### src/rtl/product_accumulator.sv
// product_accumulator
// Sums a programmed number of signed products received over a valid/ready
// handshake and presents one saturated signed result per job. The running
// sum carries LEN_W guard bits so it cannot wrap within a job; clamping to
// OUT_W happens only when the final term is added.
module product_accumulator #(
    parameter int PROD_W = 64,
    parameter int LEN_W  = 8,
    parameter int OUT_W  = 64
) (
    input  logic              clk,
    input  logic              rst,          // asynchronous, active-low
    input  logic              start,
    input  logic [LEN_W-1:0]  len,
    output logic              busy,
    input  logic [PROD_W-1:0] prod_in,
    input  logic              prod_valid,
    output logic              prod_ready,
    output logic [OUT_W-1:0]  acc_out,
    output logic              ovf,
    output logic              out_valid,
    input  logic              out_ready
);

    localparam int ACC_W = PROD_W + LEN_W;
    localparam int EXT_W = (ACC_W > OUT_W) ? ACC_W : OUT_W;

    // Output range limits expressed in the comparison width
    localparam logic signed [EXT_W-1:0] SAT_MAX = EXT_W'($signed({1'b0, {(OUT_W-1){1'b1}}}));
    localparam logic signed [EXT_W-1:0] SAT_MIN = EXT_W'($signed({1'b1, {(OUT_W-1){1'b0}}}));

    typedef enum logic [1:0] {
        S_IDLE  = 2'd0,
        S_ACCUM = 2'd1,
        S_DONE  = 2'd2
    } state_t;

    state_t                   r_state;
    state_t                   w_state_next;
    logic signed [ACC_W-1:0]  r_acc;
    logic [LEN_W-1:0]         r_cnt;
    logic [LEN_W-1:0]         r_len_q;
    logic [OUT_W-1:0]         r_acc_out;
    logic                     r_ovf;

    logic                     w_start_job;
    logic                     w_start_empty;
    logic                     w_xfer;
    logic                     w_last;
    logic signed [ACC_W-1:0]  w_prod_ext;
    logic signed [ACC_W-1:0]  w_sum;
    logic signed [EXT_W-1:0]  w_sum_ext;
    logic                     w_sat_hi;
    logic                     w_sat_lo;
    logic [OUT_W-1:0]         w_sat_val;

    assign w_start_job   = (r_state == S_IDLE) && start && (len != '0);
    assign w_start_empty = (r_state == S_IDLE) && start && (len == '0);
    assign w_xfer        = (r_state == S_ACCUM) && prod_valid;
    assign w_last        = w_xfer && (r_cnt == (r_len_q - LEN_W'(1)));

    // Sign-extend the incoming product into the guard-bit accumulator width
    assign w_prod_ext = $signed({{LEN_W{prod_in[PROD_W-1]}}, prod_in});
    assign w_sum      = r_acc + w_prod_ext;
    assign w_sum_ext  = EXT_W'(w_sum);
    assign w_sat_hi   = (w_sum_ext > SAT_MAX);
    assign w_sat_lo   = (w_sum_ext < SAT_MIN);
    assign w_sat_val  = w_sat_hi ? SAT_MAX[OUT_W-1:0] :
                        w_sat_lo ? SAT_MIN[OUT_W-1:0] :
                                   w_sum_ext[OUT_W-1:0];

    // State register
    always_ff @(posedge clk or negedge rst) begin
        if (!rst) begin
            r_state <= S_IDLE;
        end else begin
            r_state <= w_state_next;
        end
    end

    // Next-state decode: a job runs IDLE -> ACCUM -> DONE, empty jobs skip ACCUM
    always_comb begin
        w_state_next = r_state;
        case (r_state)
            S_IDLE: begin
                if (w_start_job) begin
                    w_state_next = S_ACCUM;
                end else if (w_start_empty) begin
                    w_state_next = S_DONE;
                end
            end
            S_ACCUM: begin
                if (w_last) begin
                    w_state_next = S_DONE;
                end
            end
            S_DONE: begin
                if (out_ready) begin
                    w_state_next = S_IDLE;
                end
            end
            default: w_state_next = S_IDLE;
        endcase
    end

    // Handshake outputs are pure functions of the registered state
    always_comb begin
        busy       = (r_state != S_IDLE);
        prod_ready = (r_state == S_ACCUM);
        out_valid  = (r_state == S_DONE);
    end

    // Running sum, term counter and latched job length
    always_ff @(posedge clk or negedge rst) begin
        if (!rst) begin
            r_acc   <= '0;
            r_cnt   <= '0;
            r_len_q <= '0;
        end else if (w_start_job) begin
            r_acc   <= '0;
            r_cnt   <= '0;
            r_len_q <= len;
        end else if (w_xfer) begin
            r_acc   <= w_sum;
            r_cnt   <= r_cnt + LEN_W'(1);
        end
    end

    // Result register: loaded on the final term or on an empty job, held through DONE
    always_ff @(posedge clk or negedge rst) begin
        if (!rst) begin
            r_acc_out <= '0;
            r_ovf     <= 1'b0;
        end else if (w_start_empty) begin
            r_acc_out <= '0;
            r_ovf     <= 1'b0;
        end else if (w_last) begin
            r_acc_out <= w_sat_val;
            r_ovf     <= w_sat_hi | w_sat_lo;
        end
    end

    assign acc_out = r_acc_out;
    assign ovf     = r_ovf;

endmodule

### config.mk
export PLATFORM = sky130hd
export DESIGN_NAME = product_accumulator
export DESIGN_NICKNAME = d
export VERILOG_FILES = /design/src/rtl/product_accumulator.sv
export SDC_FILE = /design/constraint.sdc
export NUM_CORES = 1
export LEC_CHECK = 0
export CAP_MARGIN = 5
export CORE_MARGIN = 2
export CORE_UTILIZATION = 50
export DETAILED_ROUTE_END_ITERATION = 12
export MAX_ROUTING_LAYER = met4
export PLACE_DENSITY = 0.73
export SLEW_MARGIN = 0
export SYNTH_ARGS = -nofsm -noshare
export SYNTH_HDL_FRONTEND = slang
export SYNTH_SLANG_ARGS = --single-unit
export TNS_END_PERCENT = 10
### constraint.sdc
create_clock -name clk -period 8.2 [get_ports clk]
set_clock_uncertainty 0.15 [all_clocks]
set_input_delay 2.46 -clock clk [delete_from_list [all_inputs] [get_ports clk]]
set_output_delay 2.46 -clock clk [all_outputs]
set_load 0.02 [all_outputs]
# Yosys cells after proc, flatten, opt, wreduce, memory -nomap -nowiden
# Index checks and enable logic that the tools add are counted.
[totals]
elab_cells = 45
regBits = 155
[classes]
bitwise_logic = 1
n_lt_le_gt_ge = 2
reduce_logical = 12
add_sub_neg = 3
n_eq_ne = 6
muxes = 15
[op_table]
columns = ["operator", "count"]
rows = [
  ["$mux 64", 4],
  ["$mux 72", 2],
  ["$add 72x64->72", 1],
  ["$gt 72x64->1 const B", 1],
  ["$lt 72x64->1 const B", 1],
  ["$mux 8", 2],
  ["$add 8x1->8 const B", 1],
  ["$eq 8x8->1", 1],
  ["$logic_not 8->1", 1],
  ["$mux 2", 4],
  ["$reduce_bool 8->1", 1],
  ["$sub 8x1->8 const B", 1],
  ["$pmux 2 s3", 1],
  ["$reduce_bool 2->1", 3],
  ["$logic_and 1x1->1", 5],
  ["$ne 2x1->1 const B", 2],
  ["$ne 3x3->1 const B", 1],
  ["$reduce_and 3->1", 1],
  ["$eq 2x1->1 const B", 1],
  ["$eq 2x2->1 const B", 1],
  ["$logic_not 2->1", 1],
  ["$mux 1", 2],
  ["$or 1x1->1", 1],
]

# Logic depth before layout (Yosys ltp)
# Gate-level depths: netlist of the first run.
[depth]
ltp_word = 6
depth_mapped = 14

# Worst setup path before layout of the first run
# Ideal clock, no wire load.
[synth_path]
path_type = "input port to flip-flop"
startpoint = "input prod_in[0]"
endpoint = "register r_acc_out[15] (netlist: acc_out[15])"
t_arrival_ps = 5621
cell_stages = 14
path_slack_ps = 2352
cell_sequence = "ha_1 > fa_1 > a21o_1 > a221o_1 > a21oi_1 > o2111ai_1 > a311oi_1 > nor2_2 > xor2_1 > nor4_4 > a311oi_4 > buf_6 > nor2b_2 > o21ai_1"
[synth_via]
elab_chain_len = 6
word_cells_on_any_way = 7
[synth_rtl]
columns = ["item", "line_no", "text"]
rows = [
  ["from (decl)", "16", "input logic [PROD_W-1:0] prod_in,"],
  ["$add 72x64->72 *", "64", "assign w_sum = r_acc + w_prod_ext;"],
  ["$lt 72x64->1", "67", "assign w_sat_lo = (w_sum_ext < SAT_MIN);"],
  ["$mux 64", "69", "w_sat_lo ? SAT_MIN[OUT_W-1:0] :"],
  ["$mux 64 *", "68", "assign w_sat_val = w_sat_hi ? SAT_MAX[OUT_W-1:0] :"],
  ["$mux 64 *", "137", "end else if (w_last) begin"],
  ["$mux 64 *", "134", "end else if (w_start_empty) begin"],
  ["to (signal assigned)", "138", "r_acc_out <= w_sat_val;"],
  ["to (decl)", "43", "logic [OUT_W-1:0] r_acc_out;"],
]
# Every way passes the cells marked *; elsewhere a longest branch is shown, timed or not. The select of a mux whose other input is x is not followed.
# A chain may end at the register's enable or synchronous reset.

# Worst setup path in the final report of the first run
[layout_path]
startpoint = "input prod_in[11]"
endpoint = "register r_acc_out[11] (netlist: acc_out[11])"
# Same word-level chain as after synthesis.

==> results by group, run 1 <==
Pwr
  • Pleak: between 0.005 and 0.006 uW
  • Maximum VDD drop: around 0.00019 V
  • PwrDens: 412 nW/um2

Floorplan
  • Ports: between 100 and 150
  • Cell Rows: 55
  • Die ar.: roughly 24000 um2
  • Die Wd: 155 um
  • Core Region: roughly 23000 um2
  • Initial core utilization: roughly 50%
  • Die Ht: 155 um

Cells and area
  • Final Instance Area: around 13000 um2
  • Layout cells sized above 1: 8.75%
  • # nets final: ~1600
  • N_diodes: 0
  • Area Growth Syn to Fin: 17.3%

Routing
  • Wire per inst: ~18 um
  • DRT iter0 DRCs: about 990
  • Final ANT Viol Nets: 0
  • TritonRoute pass-1 iters: 6
  • Via Count: 10418
  • Routed vias/inst: between 5 and 6
  • Post-route DRC: 0
  • Drt total wl: between 30000 and 40000 um

Worst setup path
  • Critical path class: in -> reg
  • Cell chain of the critical path: clkdlybuf4s50_1, ha_1, nand4_4, nor3_2, a211oi_2, a2111oi_2, o21ai_2, o41ai_2, a21oi_1, xor2_1, nor3_1, o21ai_4, buf_4, o21ai_0
  • Reg2reg setup slack: between 3 and 4 ns
  • CP startpoint kind: primary input
  • CP max stage delay: around 0.60 ns
  • Critical Path RT: roughly 8.3 ns
  • Setup crit end kind: flip-flop
  • Crit-path slowest cell: o41ai_2
  • Critical path fanouts, max: 63
  • Cells on worst reg2reg path: 13
  • Critical Path AT: between 6 and 7 ns

Global route
  • Largest net degree at the start of global routing: about 120
  • First-pass GRT wire length: 52400 um
  • Initial antenna violation count: 0
  • Vias in the first global route: just over 10000
  • Total congestion overflow: 0
  • Total Routing Usage GR: roughly 28%

Clock network
  • Clk sinks: between 150 and 200
  • Post-CTS sizing: 0
  • Max clock buf depth: 2
  • H-tree depth: 4
  • CTS tree: yes
  • Root buf cell: clkbuf_16
  • Total setup buffers inserted after CTS: 0
  • Clk_lat worst skew: between 0.4 and 0.5 ns
  • Cts hold-fix bufs: 0
  • Clk slew on worst S/H paths: 0.07 ns
  • CTS Buf Count: 17

Synth
  • Netlist cell types: 80
  • Sequential area share after synthesis: between 30% and 40%
  • EDFF count, synth: 0
  • Syn Nets: roughly 1500
  • Ys Warns: 0
  • Post-synthesis register bit count: about 160
  • Main synth FF type: dfrtp_1
  • Cells after Synth: 1362
  • Ys async rst share: between 90% and 100%
  • Post-synthesis cell area: 11400 um2
  • Synth Area per Inst: about 8.4 um2

Timing
  • Fin. max-slew vios: 0
  • Final period util: 80.7%
  • Worst Tran Pin Value: ~1.2 ns
  • Maximum clock frequency: approximately 150 MHz
  • Final setup viols: 0
  • Final Hold Vio Count: 0
  • Slew HR: a little over a fifth
  • Fin crit period: approximately 6.6 ns
  • Final setup TNS: 0 ns
  • RSZ-0062 raised after global routing: no

Job
  • Max Cap Viol: 0

Worst hold path
  • Hold-critical path depth: 2
  • Hold Path Class: reg -> reg

Place
  • Port Buf Inserts: ~140
  • DP HPWL: about 23000 um
  • Placed cell area: about 13000 um2
  • Gp weighted congestion: around 0.95

Status
  • Outcome: complete, no violations
[metrics by stage]
step                utilization (%)  instances  total power, uW  hold WS [ns]  worst slack, ns
finish                         59.4       1737             5520         0.330             1.58
global route                   59.4       1737             5940         0.351             1.36
CTS                            59.4       1737             5490         0.338             1.63
global placement               56.9       1706             4610         0.314             1.32
floorplan                         -       1362             3800         0.327             2.35
detailed placement             56.9       1706             4660         0.323             1.19
[sequential cells by signal, summed over array words and instances, names as in the netlist]
| signal | cells |
|---|---|
| acc_out | 64 |
| r_state | 2 |
| r_cnt | 8 |
| r_len_q | 8 |
| r_acc | 72 |
| ovf | 1 |
[cell type report]
| type | instances | area [um2] |
|---|---|---|
| fill | 2057 | 9170 |
| multi-input combinational | 1081 | 6970 |
| sequential | 155 | 3880 |
| timing repair buffer | 153 | 1510 |
| clock buffer | 19 | 433 |
| tap | 285 | 357 |
| clock inverter | 12 | 139 |
| inverter | 32 | 120 |
[cell usage after synthesis, types with 6 or more instances]
master / instances / area [um2]
buf_4: 16 / 120
o21a_1: 8 / 60.1
o22ai_1: 53 / 332
inv_1: 32 / 120
and2_1: 7 / 43.8
clkbuf_1: 47 / 176
nor2b_2: 40 / 350
o31ai_1: 9 / 67.6
a21o_1: 21 / 158
dfrtp_1: 155 / 3880
nand4_1: 39 / 244
o21bai_1: 12 / 90.1
o21ai_0: 66 / 330
xnor2_1: 51 / 447
and3_1: 6 / 37.5
nor4_1: 10 / 62.6
a21oi_1: 97 / 485
xor2_1: 33 / 289
buf_6: 7 / 78.8
a22o_1: 7 / 61.3
buf_2: 24 / 120
nand2_1: 238 / 893
a211oi_1: 8 / 60.1
nand3_1: 13 / 65.1
ha_1: 73 / 913
a31oi_1: 11 / 68.8
o211ai_1: 12 / 90.1
nor2_1: 74 / 278
nor3_1: 14 / 70.1
nor2b_1: 14 / 87.6
o21ai_1: 70 / 350
[routing by layer]
metal	vias up	track usage, %	part of all wire (%)
met3	52	3.57	5.0
met5	-	-	0
met1	4989	38.7	48
li1	5026	-	-
met4	0	7.43	1.9
met2	351	42.2	45
[where the power goes]
group / internal [uW] / total, uW / switching, uW / leakage, uW
combinational: 1410 / 3430 / 2030 / 0.00339
clock: 451 / 808 / 357 / 0.000279
sequential: 1080 / 1280 / 202 / 0.00201
[critical path: cells and delay by family]
kind / cells / cell delay, ns
xor+xnor: 1 / 0.36
simple gates: 3 / 0.56
compound gates: 7 / 1.82
fa+ha+maj: 1 / 0.51
buf+inv: 2 / 0.99
[final timing paths]
check,start,endpoint
max,prod_in[11],acc_out[11]
min,acc_out[1],acc_out[1]
max reg2reg,r_acc[10],acc_out[11]
min reg2reg,acc_out[1],acc_out[1]
max in group asynchronous,rst,r_acc[35]
min in group asynchronous,rst,acc_out[1]
[layout by cell type (no fill, tap or decap), drive strengths merged, types with 36 or more instances in the layout]
cell type | synthesis | layout
nand2 | 238 | 238
nor2b | 54 | 54
a21oi | 99 | 99
inv | 32 | 36
o21ai | 139 | 139
dfrtp | 155 | 155
nand4 | 42 | 42
clkdlybuf4s50 | 0 | 143
xnor2 | 51 | 51
o22ai | 53 | 53
ha | 73 | 73
nor2 | 75 | 75
[kinds of logic (layout without fill, tap and decap cells)]
group	Yosys count	in the layout	share of synthesized area, %
adder cells (fa/ha/maj)	74	74	8.17
AND/OR/NAND/NOR	490	490	21.6
multiplexers	4	4	0.394
AO/OA/AOI/OAI	429	429	24.0
flip-flops	155	155	33.9
buffers and inverters	126	216	5.39
XOR/XNOR	84	84	6.44
No activity file was read; power rests on OpenSTA's default activity.
==> run 2: changes to the inputs <==
PLACE_DENSITY = 0.76   (was 0.73)
clock period = 5.7 ns   (was 8.2 ns; I/O delays follow)
==> run 2 against run 1 <==
  * Die area unchanged
  * Cell area rose by 7.5%
  * First-iteration DRC count shrank 11%
  * Utilization increased by 4.5 points
  * Register-to-register slack lost 2.1 ns
  * Critical endpoint is now acc_out[32]
==> results by group, run 2 (synthesis results as in run 1) <==
Worst setup path
  • CP delay by family, top: compound AO/OA/AOI/OAI gates
  • Critical path class: in -> reg
  • R2r endpoint: acc_out[32]
  • CP startpoint kind: primary input
  • Critical Path AT: between 5 and 6 ns
  • CP max stage delay: 0.53 ns
  • Crit-path slowest cell: a211oi_1
  • Worst R2R Start: r_acc[36]
  • WP buf/inv: 3
  • Critical Path RT: roughly 5.9 ns
  • Setup crit end kind: flip-flop
  • Cell chain of the critical path: clkdlybuf4s50_1, ha_1, nand4_1, or3_1, a311oi_2, nor2_1, a211oi_1, o22ai_1, nor4_4, a311oi_4, buf_4, buf_12, nor2b_2, o21ai_1
  • Critical path fanouts, max: 13
  • Cells on worst reg2reg path: 13
  • Reg2reg setup slack: about 1.6 ns

Cells and area
  • Reg with most FFs: r_acc
  • Commonest non-fill, non-tap cell in the layout: nand2_1
  • Fillers: around 2000
  • Highest-count cells in the layout ignoring fill and taps: nand2_1 (237), dfrtp_1 (155), clkdlybuf4s50_1 (143)
  • Max reg flops: 72
  • Area Growth Syn to Fin: 26.1%
  • N_diodes: 0
  • Final std cells w/o fill: ~1900
  • Layout cells sized above 1: between 10% and 20%
  • # nets final: 1711

Pwr
  • Sw frac: around 45%
  • Pleak: between 0.006 and 0.007 uW
  • Maximum VDD drop: 0.000258 V
  • Seq pwr share: between 20% and 30%
  • Int Pwr: 4720 uW
  • Net Sw Power: between 3000 and 4000 uW
  • Clk network pwr share: between 10% and 20%
  • Logic pwr share: between 60 and 70%
  • PwrDens: just under 600 nW/um2

Global route
  • Total Routing Usage GR: ~29%
  • Largest net degree at the start of global routing: between 100 and 150
  • Vias in the first global route: 10884
  • Initial antenna violation count: 0
  • Total congestion overflow: 0
  • First-pass GRT wire length: ~55000 um

Clock network
  • Post-CTS sizing: 0
  • Total setup buffers inserted after CTS: 0
  • Clk_lat worst skew: roughly 0.44 ns
  • Clk slew on worst S/H paths: around 0.060 ns
  • CTS Buf Count: 17
  • Root buf cell: clkbuf_16
  • H-tree depth: 4
  • CTS tree: yes
  • Clk sinks: between 150 and 200
  • Max clock buf depth: 2
  • Cts hold-fix bufs: 0

Timing
  • Fin. max-slew vios: 0
  • Fin crit period: ~5.5 ns
  • Maximum clock frequency: between 150 and 200 MHz
  • Slew HR: between 20% and 30%
  • Final period util: between 90% and 100%
  • Final setup TNS: 0 ns
  • Setup WS post-layout: between 0.2 and 0.25 ns
  • Final setup viols: 0
  • Final hold slack: 0.330 ns
  • Final Hold Vio Count: 0
  • Worst Tran Pin Value: around 1.2 ns

Floorplan
  • Ports: about 150
  • Cell Rows: 55
  • Die Ht: approximately 160 um
  • Die ar.: 24100 um2
  • Die Wd: 155 um
  • Initial core utilization: about half
  • Core Region: around 23000 um2

Routing
  • Final ANT Viol Nets: 0
  • DRT iter0 DRCs: approximately 880
  • Via Count: about 11000
  • Routed vias/inst: between 5 and 6
  • Drt total wl: roughly 33000 um
  • Post-route DRC: 0
  • TritonRoute pass-1 iters: 5
  • Wire per inst: 17.9 um

Worst hold path
  • Hold-critical path depth: 2
  • Hold endpoint: acc_out[10]
  • HP Start: acc_out[10]
  • Hold Path Class: reg -> reg

Place
  • Port Buf Inserts: around 140
  • Placed insts: 1826
  • Post-Place Worst Slack: -0.183 ns
  • DP HPWL: about 25000 um
  • Gp weighted congestion: between 0.9 and 1

Job
  • Max Cap Viol: 0

Status
  • Outcome: complete, no violations
-- run 2: worst max path at each step --
| stage | cells past startpoint | startpoint | slack, ns | endpoint |
|---|---|---|---|---|
| detailed placement | 16 | prod_in[0] | -0.18 | acc_out[32] |
| CTS | 16 | prod_in[0] | 0.26 | acc_out[32] |
| global placement | 14 | prod_in[36] | -0.11 | acc_out[38] |
| global route | 15 | prod_in[0] | -0.004 | acc_out[12] |
| floorplan | 14 | prod_in[0] | 0.60 | acc_out[15] |
| finish | 14 | prod_in[36] | 0.23 | acc_out[32] |
-- run 2: power by group through the flow --
stage | registers [uW] | logic [uW] | clock network, uW
after global routing | 1900 | 6070 | 1270
final | 1840 | 5510 | 1220
after CTS | 1840 | 5460 | 1230
after global placement | 1840 | 5340 | 0
after detailed placement | 1850 | 5420 | 0
after floorplan | 1970 | 3500 | 0
-- run 2: per-layer routing --
| layer | vias to the layer above | GRT usage, % | share of wire, % |
|---|---|---|---|
| li1 | 5283 | - | - |
| met1 | 5151 | 40.5 | 48 |
| met2 | 335 | 44.9 | 45 |
| met3 | 50 | 4.37 | 5.4 |
| met4 | 0 | 6.82 | 1.9 |
| met5 | - | - | 0 |
-- run 2: area by class of cell --
type                    count  area [um2]  share of cell area [%]
inverters                  32         120                   0.833
well taps                 285         357                    2.47
clock buffers              20         447                    3.10
flip-flops and latches    155        3880                    26.9
multi-input cells        1081        6970                    48.4
repair buffers            273        2470                    17.2
clock inverters            12         164                    1.14
-- run 2: stage by stage --
step           power, uW  util, %  area [um2]
2_1_floorplan       5470        -       11400
3_3_place_gp        7180     61.1       13800
3_5_place_dp        7270     61.1       13800
4_1_cts             8520     63.8       14400
5_1_grt             9240     63.9       14400
6_report            8570     63.9       14400
-- run 2: worst register-to-register path, stage by stage (launching register included) --
cell and delay, ns:
dfrtp_1 0.38, ha_1 0.43, nand4_1 0.23, or3_1 0.45, a311oi_2 0.49, nor2_1 0.10
a211oi_1 0.53, o22ai_1 0.24, nor4_4 0.29, a311oi_4 0.16, buf_4 0.20, buf_12 0.15
nor2b_2 0.12, o21ai_1 0.07
